File: config.mk
export PLATFORM = sky130hd
export DESIGN_NAME = gmii_rx_video
export DESIGN_NICKNAME = d
export VERILOG_FILES = /design/src/rtl/gmii_rx_video.sv
export SDC_FILE = /design/constraint.sdc
export NUM_CORES = 1
export LEC_CHECK = 0
export CORE_ASPECT_RATIO = 1.4
export CORE_MARGIN = 4
export CORE_UTILIZATION = 54
export DETAILED_ROUTE_END_ITERATION = 10
export PLACE_DENSITY = 0.79
export SLEW_MARGIN = 20
export SYNTH_ARGS = -nofsm -noshare
export SYNTH_HDL_FRONTEND = slang
export SYNTH_SLANG_ARGS = --single-unit
File: constraint.sdc
create_clock -name rx_clk -period 2.8 [get_ports rx_clk]
set_input_delay 0.28 -clock rx_clk [delete_from_list [all_inputs] [get_ports rx_clk]]
set_output_delay 0.28 -clock rx_clk [all_outputs]
set_load 0.03 [all_outputs]
File: src/rtl/gmii_rx_video.sv
// gmii_rx_video: GMII receiver that filters the video UDP stream into line headers and 16-bit pixel words
//   rx_clk, sys_rst     : clock, asynchronous active-high reset
//   id                  : board id, subtracted from the low byte of MY_MAC
//   rx_dv, rx_er, rxd   : GMII receive interface
//   line_start, line_y  : line header pulse and held line number
//   pix_valid, pix_data : pixel pair pulse and {first, second} byte
//   frame_ok, frame_err : end-of-frame status pulses; drop_cnt counts frame_err, saturating
//   RX_CRC_CHECK_EN     : when defined the FCS is checked and a CRC mismatch reports frame_err
module gmii_rx_video #(
  parameter logic [47:0] MY_MAC = 48'h002345678902,
  parameter logic [15:0] UDP_PORT = 16'h3039,
  parameter int PIX_BYTES = 1280
) (
  input  logic        rx_clk,
  input  logic        sys_rst,
  input  logic        id,
  input  logic        rx_dv,
  input  logic        rx_er,
  input  logic [7:0]  rxd,
  output logic        line_start,
  output logic [10:0] line_y,
  output logic        pix_valid,
  output logic [15:0] pix_data,
  output logic        frame_ok,
  output logic        frame_err,
  output logic [15:0] drop_cnt
);
  typedef enum logic [2:0] {IDLE, PRE, HDR, LINE, PIX, FCS, END, DROP} state_t;
  state_t state_q, state_d;
  logic [10:0] cnt_q, cnt_d;
  logic [7:0] hi_q, hi_d;
  logic fresh_q, fresh_d;
  logic line_start_q, line_start_d;
  logic [10:0] line_y_q, line_y_d;
  logic pix_valid_q, pix_valid_d;
  logic [15:0] pix_data_q, pix_data_d;
  logic frame_ok_q, frame_ok_d;
  logic frame_err_q, frame_err_d;
  logic [15:0] drop_cnt_q, drop_cnt_d;
  logic [47:0] mac_acc;
  logic [7:0] hdr_exp;
  logic hdr_chk, accepted, crc_good;
  assign mac_acc = {MY_MAC[47:8], MY_MAC[7:0] - {7'd0, id}};
  assign hdr_chk = cnt_q < 11'd6 || cnt_q == 11'd12 || cnt_q == 11'd13 || cnt_q == 11'd23 ||
                   cnt_q == 11'd36 || cnt_q == 11'd37;
  assign hdr_exp = cnt_q < 11'd6 ? 8'(mac_acc >> {3'd5 - cnt_q[2:0], 3'b000}) :
                   cnt_q == 11'd12 ? 8'h08 :
                   cnt_q == 11'd23 ? 8'h11 :
                   cnt_q == 11'd36 ? UDP_PORT[15:8] :
                   cnt_q == 11'd37 ? UDP_PORT[7:0] : 8'h00;
  // errors only count once the UDP port bytes have matched
  assign accepted = state_q != HDR || cnt_q > 11'd37;
`ifdef RX_CRC_CHECK_EN
  logic [31:0] crc_q, crc_d;
  // data enters LSB first; running the FCS through leaves the fixed residue
  always_comb begin
    crc_d = state_q == PRE ? 32'hFFFFFFFF : crc_q;
    if (state_q inside {HDR, LINE, PIX, FCS, END})
      for (int i = 0; i < 8; i++)
        crc_d = {crc_d[30:0], 1'b0} ^ ((crc_d[31] ^ rxd[i]) ? 32'h04C11DB7 : 32'h0);
  end
  always_ff @(posedge rx_clk or posedge sys_rst)
    if (sys_rst) crc_q <= 32'hFFFFFFFF;
    else crc_q <= crc_d;
  assign crc_good = crc_q == 32'hC704DD7B;
`else
  assign crc_good = 1'b1;
`endif
  always_comb begin
    state_d = state_q;
    cnt_d = cnt_q;
    hi_d = hi_q;
    fresh_d = 1'b0;
    line_y_d = line_y_q;
    pix_data_d = pix_data_q;
    line_start_d = 1'b0;
    pix_valid_d = 1'b0;
    frame_ok_d = 1'b0;
    frame_err_d = 1'b0;
    case (state_q)
      // right after reset rx_dv may already be mid-frame, so wait for a gap
      IDLE: if (rx_dv) state_d = (rxd == 8'h55 && !fresh_q) ? PRE : DROP;
      PRE: begin
        cnt_d = '0;
        state_d = !rx_dv ? IDLE : rxd == 8'hD5 ? HDR : rxd == 8'h55 ? PRE : DROP;
      end
      DROP: if (!rx_dv) state_d = IDLE;
      default: begin
        cnt_d = cnt_q + 11'd1;
        hi_d = rxd;
        if (!rx_dv || rx_er) begin
          state_d = rx_dv ? DROP : IDLE;
          frame_ok_d = state_q == END && !rx_dv && crc_good;
          frame_err_d = accepted && !frame_ok_d;
        end else begin
          case (state_q)
            HDR:
              if (hdr_chk && rxd != hdr_exp) state_d = DROP;
              else if (cnt_q == 11'd41) begin
                state_d = LINE;
                cnt_d = '0;
              end
            LINE:
              if (cnt_q[0]) begin
                state_d = PIX;
                cnt_d = '0;
                line_start_d = 1'b1;
                line_y_d = {hi_q[2:0], rxd};
              end
            PIX: begin
              pix_valid_d = cnt_q[0];
              pix_data_d = cnt_q[0] ? {hi_q, rxd} : pix_data_q;
              if (cnt_q == 11'(PIX_BYTES - 1)) begin
                state_d = FCS;
                cnt_d = '0;
              end
            end
            FCS: if (cnt_q == 11'd3) state_d = END;
            default: begin
              state_d = DROP;
              frame_err_d = 1'b1;
            end
          endcase
        end
      end
    endcase
    drop_cnt_d = drop_cnt_q + {15'd0, frame_err_d && drop_cnt_q != 16'hFFFF};
  end
  always_ff @(posedge rx_clk or posedge sys_rst)
    if (sys_rst) begin
      state_q <= IDLE;
      cnt_q <= '0;
      hi_q <= '0;
      fresh_q <= 1'b1;
      line_start_q <= 1'b0;
      line_y_q <= '0;
      pix_valid_q <= 1'b0;
      pix_data_q <= '0;
      frame_ok_q <= 1'b0;
      frame_err_q <= 1'b0;
      drop_cnt_q <= '0;
    end else begin
      state_q <= state_d;
      cnt_q <= cnt_d;
      hi_q <= hi_d;
      fresh_q <= fresh_d;
      line_start_q <= line_start_d;
      line_y_q <= line_y_d;
      pix_valid_q <= pix_valid_d;
      pix_data_q <= pix_data_d;
      frame_ok_q <= frame_ok_d;
      frame_err_q <= frame_err_d;
      drop_cnt_q <= drop_cnt_d;
    end
  assign line_start = line_start_q;
  assign line_y = line_y_q;
  assign pix_valid = pix_valid_q;
  assign pix_data = pix_data_q;
  assign frame_ok = frame_ok_q;
  assign frame_err = frame_err_q;
  assign drop_cnt = drop_cnt_q;
endmodule

* Word-level counts from Yosys, hierarchy flattened
Cells that the tools add are included.
Storage, ports and cells: bits in registers 70, memories kept 0, latch bits 0, RAM bits 0, bits in read-only memories 0, word-level logic and storage cells 107
Cells by class: reductions and logical operators 22, multipliers 0, order comparisons 2, div/mod/pow operators 0, muxes and demuxes 39, equality and inequality tests 26, bitwise gates (word level) 2, add/subtract/negate cells 4, shift operators 1
Operators with widths (count):
- $mux 11 | 5
- $mux 3 | 13
- $shr 38x6->8 | 1
- $eq 11x6->1 const B | 3
- $pmux 11 s3 | 1
- $mux 6 | 4
- $eq 11x4->1 const B | 2
- $pmux 11 s2 | 1
- $add 16x1->16 | 1
- $ne 16x16->1 const B | 1
- $eq 3x3->1 const B | 4
- $mux 1 | 12
- $ne 6x6->1 const B | 2
- $pmux 3 s4 | 1
- $add 11x1->11 const B | 1
- $eq 11x11->1 const B | 1
- $eq 11x2->1 const B | 1
- $eq 11x5->1 const B | 1
- $gt 11x6->1 const B | 1
- $lt 11x3->1 const B | 1
- $pmux 3 s3 | 1
- $eq 8x7->1 const B | 1
- $eq 8x8->1 const B | 1
- $mux 8 | 1
- other kinds (19) | 35

* Depth between registers and ports, before layout
Gate-level depths: netlist (run 1).
depth after elaboration 12, depth in mapped cells 14

* Worst setup path before layout (run 1)
Ideal clock, no wire load.
path type reg2reg, start point reg cnt_q[1], end point reg drop_cnt_q[14] (netlist: drop_cnt[14]), setup slack 0.297 ns, arrival time 2.370 ns, clock period less this slack 2.503 ns, setup time 0.133 ns, cell stages (with the launch flop) 14, path through dfrtp_1 -> inv_1 -> ha_1 -> a21oi_1 -> a21oi_1 -> o31a_1 -> o311ai_0 -> o21ai_0 -> o31a_1 -> ha_1 -> ha_1 -> and3_1 -> nand4_1 -> xnor2_1
Between the ends: longest elaborated chain between the ends 7
Ends and longest elaborated chain:
- start, declared | line 30 | logic [10:0] cnt_q, cnt_d;
- start signal, assigned | line 144 | cnt_q <= cnt_d;
- $gt 11x6->1 | line 52 | assign accepted = state_q != HDR || cnt_q > 11'd37;
- $logic_or 1x1->1 | line 52
- $logic_and 1x1->1 | line 94 | frame_err_d = accepted && !frame_ok_d;
- $mux 1 | line 91 | if (!rx_dv || rx_er) begin
- $mux 1 | line 80 | case (state_q)
- net frame_err_d | line 38 | logic frame_err_q, frame_err_d;
- $logic_and 1x1->1 | line 127 | drop_cnt_d = drop_cnt_q + {15'd0, frame_err_d && drop_cnt_q != 16'hFFFF};
- $add 16x1->16 | line 127
- net drop_cnt_d[14] | line 39 | logic [15:0] drop_cnt_q, drop_cnt_d;
- end signal, assigned | line 153 | drop_cnt_q <= drop_cnt_d;
- end, declared | line 39
The timed path passes the listed nets, and every way through them passes these cells. A chain may end at the register's enable or synchronous reset.

* Final worst setup path (run 1)
start point reg cnt_q[0], end point reg cnt_q[4]
Between the ends: longest elaborated chain between the ends 12, elaborated cells between the ends (all ways) 30, those cells by class add/sub: 2; order compare: 1; eq/ne: 8; shift: 1; mux: 12; reduce/logical: 6
Ends and longest elaborated chain (line):
- branches (longest 10 deep; another with $sub 3x3->3)
- $mux 11 (*) | 91
- $pmux 11 s2 (*) | 80
Mark *: on every way between the ends.

==> results of run 1 <==
[report_power, final]
part	leakage (µW)	internal, µW	switching, µW
logic	0.00125	1180	1550
clock network	0.0000892	339	433
registers	0.000903	1330	272
[worst max path at each step]
stage,startpoint,slack [ns],cells after the start,to
after floorplan,cnt_q[1]$_DFFE_PP0N_,0.30,13,drop_cnt[14]$_DFF_PP0_
after global placement,cnt_q[1]$_DFFE_PP0N_,0.18,13,drop_cnt[14]$_DFF_PP0_
after detailed placement,cnt_q[1]$_DFFE_PP0N_,0.05,13,drop_cnt[14]$_DFF_PP0_
after CTS,cnt_q[1]$_DFFE_PP0N_,0.03,13,drop_cnt[14]$_DFF_PP0_
after global routing,cnt_q[0]$_DFFE_PP0N_,0.007,10,state_q[2]$_DFFE_PP0P_
final,cnt_q[0]$_DFFE_PP0N_,0.15,9,cnt_q[4]$_DFFE_PP0N_
[registers in the layout (all words and copies together), names as in the netlist]
register and count:
pix_data 16, drop_cnt 16, hi_q 8, frame_ok 1
pix_valid 1, frame_err 1, state_q 3, fresh_q 1
cnt_q 11, line_y 11, line_start 1
[cells by family after synthesis]
family | Yosys count | synth area share
XOR/XNOR | 19 | 0.04300
multiplexers | 13 | 0.03718
adder cells (fa/ha/maj) | 9 | 0.02910
AND/OR/NAND/NOR | 202 | 0.2577
other | 1 | 0.0009690
AO/OA/AOI/OAI | 77 | 0.1526
buffers and inverters | 25 | 0.02651
flip-flops | 70 | 0.4530
[routing by layer]
metal,share of wire,vias to the layer above,global-route usage
li1,-,1651,-
met1,0.40,1673,0.2801
met2,0.52,109,0.4146
met3,0.044,33,0.03333
met4,0.034,0,0.1179
met5,0,-,0
[area by class of cell]
class                   instances  area share
repair buffers                 89      0.1676
flip-flops and latches         70      0.3546
clock buffers                   9     0.02506
multi-input cells             321      0.4095
inverters                       9    0.006834
clock inverters                 7     0.01240
well taps                      95     0.02404
[synthesized netlist by cell type (2+ instances only)]
cell,number,share of area
sky130_fd_sc_hd__a21oi_1,11,0.014
sky130_fd_sc_hd__ha_1,9,0.029
sky130_fd_sc_hd__nand2b_1,7,0.011
sky130_fd_sc_hd__and3_1,8,0.013
sky130_fd_sc_hd__o21ai_0,19,0.025
sky130_fd_sc_hd__nor2b_1,5,0.0081
sky130_fd_sc_hd__o21a_1,2,0.0039
sky130_fd_sc_hd__o211ai_1,2,0.0039
sky130_fd_sc_hd__dfrtp_1,69,0.45
sky130_fd_sc_hd__buf_1,2,0.0019
sky130_fd_sc_hd__mux2i_1,2,0.0052
sky130_fd_sc_hd__inv_1,7,0.0068
sky130_fd_sc_hd__a32o_1,2,0.0052
sky130_fd_sc_hd__o41ai_1,2,0.0045
sky130_fd_sc_hd__nand3b_1,2,0.0039
sky130_fd_sc_hd__o311ai_0,3,0.0068
sky130_fd_sc_hd__nand4_1,8,0.013
sky130_fd_sc_hd__a21o_1,3,0.0058
sky130_fd_sc_hd__nand3_1,15,0.019
sky130_fd_sc_hd__and2_1,5,0.0081
sky130_fd_sc_hd__mux2_2,11,0.032
sky130_fd_sc_hd__nor3_1,5,0.0065
sky130_fd_sc_hd__o31ai_1,5,0.0097
sky130_fd_sc_hd__a211oi_1,3,0.0058
sky130_fd_sc_hd__nand2_1,101,0.098
sky130_fd_sc_hd__xnor2_1,15,0.034
sky130_fd_sc_hd__xor2_1,4,0.0091
sky130_fd_sc_hd__a31oi_1,5,0.0081
sky130_fd_sc_hd__nor3b_1,2,0.0039
sky130_fd_sc_hd__o31a_1,2,0.0045
sky130_fd_sc_hd__nor2_1,26,0.025
sky130_fd_sc_hd__nor4bb_1,2,0.0052
sky130_fd_sc_hd__clkbuf_1,9,0.0087
sky130_fd_sc_hd__o22ai_1,2,0.0032
sky130_fd_sc_hd__buf_2,4,0.0052
[stage by stage]
| step | hold slack [ns] | cell area, µm² | cells | util |
|---|---|---|---|---|
| 5_1_grt | 0.4359 | 4943 | 600 | 0.7081 |
| 3_5_place_dp | 0.4559 | 4733 | 582 | 0.6780 |
| 6_report | 0.3719 | 4943 | 600 | 0.7081 |
| 2_1_floorplan | 0.3854 | 3870 | 416 | - |
| 3_3_place_gp | 0.4487 | 4733 | 582 | 0.6780 |
| 4_1_cts | 0.3972 | 4918 | 598 | 0.7045 |
[critical path, stage by stage (launching register included)]
cell and delay (ns):
sky130_fd_sc_hd__dfrtp_1 0.45, sky130_fd_sc_hd__buf_4 0.20, sky130_fd_sc_hd__ha_1 0.23, sky130_fd_sc_hd__and3_2 0.27, sky130_fd_sc_hd__nand4_1 0.15, sky130_fd_sc_hd__o41a_1 0.44
sky130_fd_sc_hd__o221ai_4 0.29, sky130_fd_sc_hd__or2_4 0.21, sky130_fd_sc_hd__o221ai_2 0.09, sky130_fd_sc_hd__a21o_1 0.21
[what timing repair did]
action,CTS,global route
gates resized for setup,0,5
hold endpoints to repair,0,0
endpoints found under the setup margin,0,12
buffers inserted,0,2
==> flow_results.xml, run 1 <==
<?xml version="1.0" encoding="UTF-8"?>
<metrics>
  <group name="clocking">
    <metric name="clk_root_buffer_cell" unit="">sky130_fd_sc_hd__clkbuf_8</metric>
    <metric name="cts_buffers" unit="">9</metric>
    <metric name="cts_max_level" unit="">3</metric>
    <metric name="clock_insertion_delay_worst_skew" unit="ns">0.36</metric>
    <metric name="cts.hold.buffers_added" unit="">0</metric>
    <metric name="clkTransAtPathRegs" unit="ns">0.09</metric>
    <metric name="tritoncts_clock_tree" unit="">yes</metric>
    <metric name="clk_path_buf_depth" unit="">2</metric>
    <metric name="clock_sinks" unit="">70</metric>
  </group>
  <group name="final_layout">
    <metric name="layout-drive-gt1-share" unit="">0.1584</metric>
    <metric name="multiInputGateArea" unit="µm²">2024</metric>
    <metric name="layout-area-overhead-vs-synth" unit="%">27.74</metric>
    <metric name="filler_cell_count" unit="">540</metric>
    <metric name="design.final.nets" unit="">522</metric>
    <metric name="layout.area.seq" unit="µm²">1753</metric>
    <metric name="final_common_cell" unit="">sky130_fd_sc_hd__nand2_1</metric>
    <metric name="antenna_cells" unit="">0</metric>
    <metric name="layout.cells.most_common_list" unit="">sky130_fd_sc_hd__nand2_1 (101), sky130_fd_sc_hd__dfrtp_1 (69), sky130_fd_sc_hd__clkdlybuf4s50_1 (59), sky130_fd_sc_hd__buf_4 (29), sky130_fd_sc_hd__nor2_1 (26)</metric>
  </group>
  <group name="floorplan">
    <metric name="pin_count" unit="">60</metric>
    <metric name="floorplan.core_area" unit="µm²">6982</metric>
    <metric name="effective_utilization_at_floorplan" unit="">0.5543</metric>
    <metric name="floorplan.die.width" unit="µm">79.55</metric>
    <metric name="row_count" unit="">36</metric>
    <metric name="dieArea" unit="µm²">8604</metric>
    <metric name="die-height" unit="µm">108.2</metric>
  </group>
  <group name="timing">
    <metric name="period_share" unit="">0.9452</metric>
    <metric name="worst-slew-pin-transition" unit="ns">0.7786</metric>
    <metric name="clock.fmax" unit="MHz">377.8</metric>
    <metric name="setup_violations" unit="">0</metric>
    <metric name="final_period_minus_worst_setup_slack" unit="ns">2.647</metric>
    <metric name="tns" unit="ns">0</metric>
    <metric name="finalHoldViolations" unit="">0</metric>
    <metric name="finClkSkew" unit="ns">0.01279</metric>
    <metric name="rsz_0062_raised_after_global_routing" unit="">false</metric>
    <metric name="slew-limit-headroom" unit="">0.4754</metric>
    <metric name="timing.final.max_slew_violations" unit="">0</metric>
    <metric name="post-route-worst-setup-slack" unit="ns">0.1533</metric>
  </group>
  <group name="routing">
    <metric name="drcViolationCount" unit="">0</metric>
    <metric name="vias" unit="">3466</metric>
    <metric name="route.antenna.remaining_nets" unit="">0</metric>
    <metric name="detail_route.wirelength" unit="µm">9695</metric>
    <metric name="detailedRoute.firstIterationViolations" unit="">161</metric>
    <metric name="first_pass_iters" unit="">4</metric>
    <metric name="wl_per_cell" unit="µm">16.16</metric>
    <metric name="detail_route.vias_per_cell" unit="">5.777</metric>
  </group>
  <group name="logic_synthesis">
    <metric name="proportion_of_synthesized_flip_flops_having_asynchronous_set_or_reset" unit="">1.000</metric>
    <metric name="sequential_to_total_area_share_from_yosys_stat" unit="">0.4530</metric>
    <metric name="synth_fp_nets" unit="">438</metric>
    <metric name="synth.ff_latch_count" unit="">70</metric>
    <metric name="yosys_warning_count" unit="">0</metric>
    <metric name="syn-instance-count" unit="">416</metric>
    <metric name="synth_enable_flop_cells" unit="">0</metric>
    <metric name="syn-cell-area" unit="µm²">3870</metric>
    <metric name="synth.lib_cells_used.distinct" unit="">72</metric>
    <metric name="syn_avg_cell_area" unit="µm²">9.303</metric>
    <metric name="dominantRegCellSynth" unit="">sky130_fd_sc_hd__dfrtp_1</metric>
  </group>
  <group name="global_route">
    <metric name="grt_start_max_net_pins" unit="">38</metric>
    <metric name="antenna_found_initial" unit="">0</metric>
    <metric name="grt_usage" unit="">0.2366</metric>
    <metric name="grt_remaining_overflow" unit="">0</metric>
    <metric name="grt_first_pass_wirelength" unit="µm">15980</metric>
    <metric name="first_global_vias" unit="">3340</metric>
  </group>
  <group name="placed_design">
    <metric name="detailed_place_hpwl" unit="µm">7253</metric>
    <metric name="port-buffer-count" unit="">59</metric>
    <metric name="place_ws" unit="ns">0.05000</metric>
    <metric name="place.gp.congestion" unit="">0.9458</metric>
  </group>
  <group name="critical_path">
    <metric name="crit_required" unit="ns">3.05</metric>
    <metric name="critPathMaxFanout" unit="">8</metric>
    <metric name="reg2reg_path_depth" unit="">9</metric>
    <metric name="startpoint_type" unit="">flop</metric>
    <metric name="worst_path_class_setup" unit="">flop to flop</metric>
    <metric name="worstReg2RegEnd" unit="">cnt_q[4]$_DFFE_PP0N_</metric>
    <metric name="ff2ff_setup_slack" unit="ns">0.15</metric>
    <metric name="end_kind" unit="">flop</metric>
    <metric name="arrival" unit="ns">2.90</metric>
    <metric name="worstReg2RegStart" unit="">cnt_q[0]$_DFFE_PP0N_</metric>
  </group>
  <group name="pwr">
    <metric name="power.density" unit="nW/µm²">1032</metric>
    <metric name="ir_worst_vdd" unit="V">0.0006016</metric>
    <metric name="power" unit="µW">5101</metric>
    <metric name="power_leakage" unit="µW">0.002242</metric>
  </group>
  <group name="status">
    <metric name="result_of_the_run" unit="">finished, final reports clean</metric>
  </group>
  <group name="worst_hold_path">
    <metric name="worstHoldPathType" unit="">input pin to async pin</metric>
  </group>
  <group name="job">
    <metric name="cap_violations" unit="">0</metric>
  </group>
</metrics>
(Power assumes the default switching activity.)
==> run 2, diff against run 1 <==
--- a/config.mk
+++ b/config.mk
@@ -5,6 +5,7 @@
 export SDC_FILE = /design/constraint.sdc
 export NUM_CORES = 1
 export LEC_CHECK = 0
+export ABC_CLOCK_PERIOD_IN_PS = 2800
 export CORE_ASPECT_RATIO = 1.4
 export CORE_MARGIN = 4
 export CORE_UTILIZATION = 54
==> results of run 2 <==
Same layout as run 1: the final DEF is identical, and so are final timing and power.
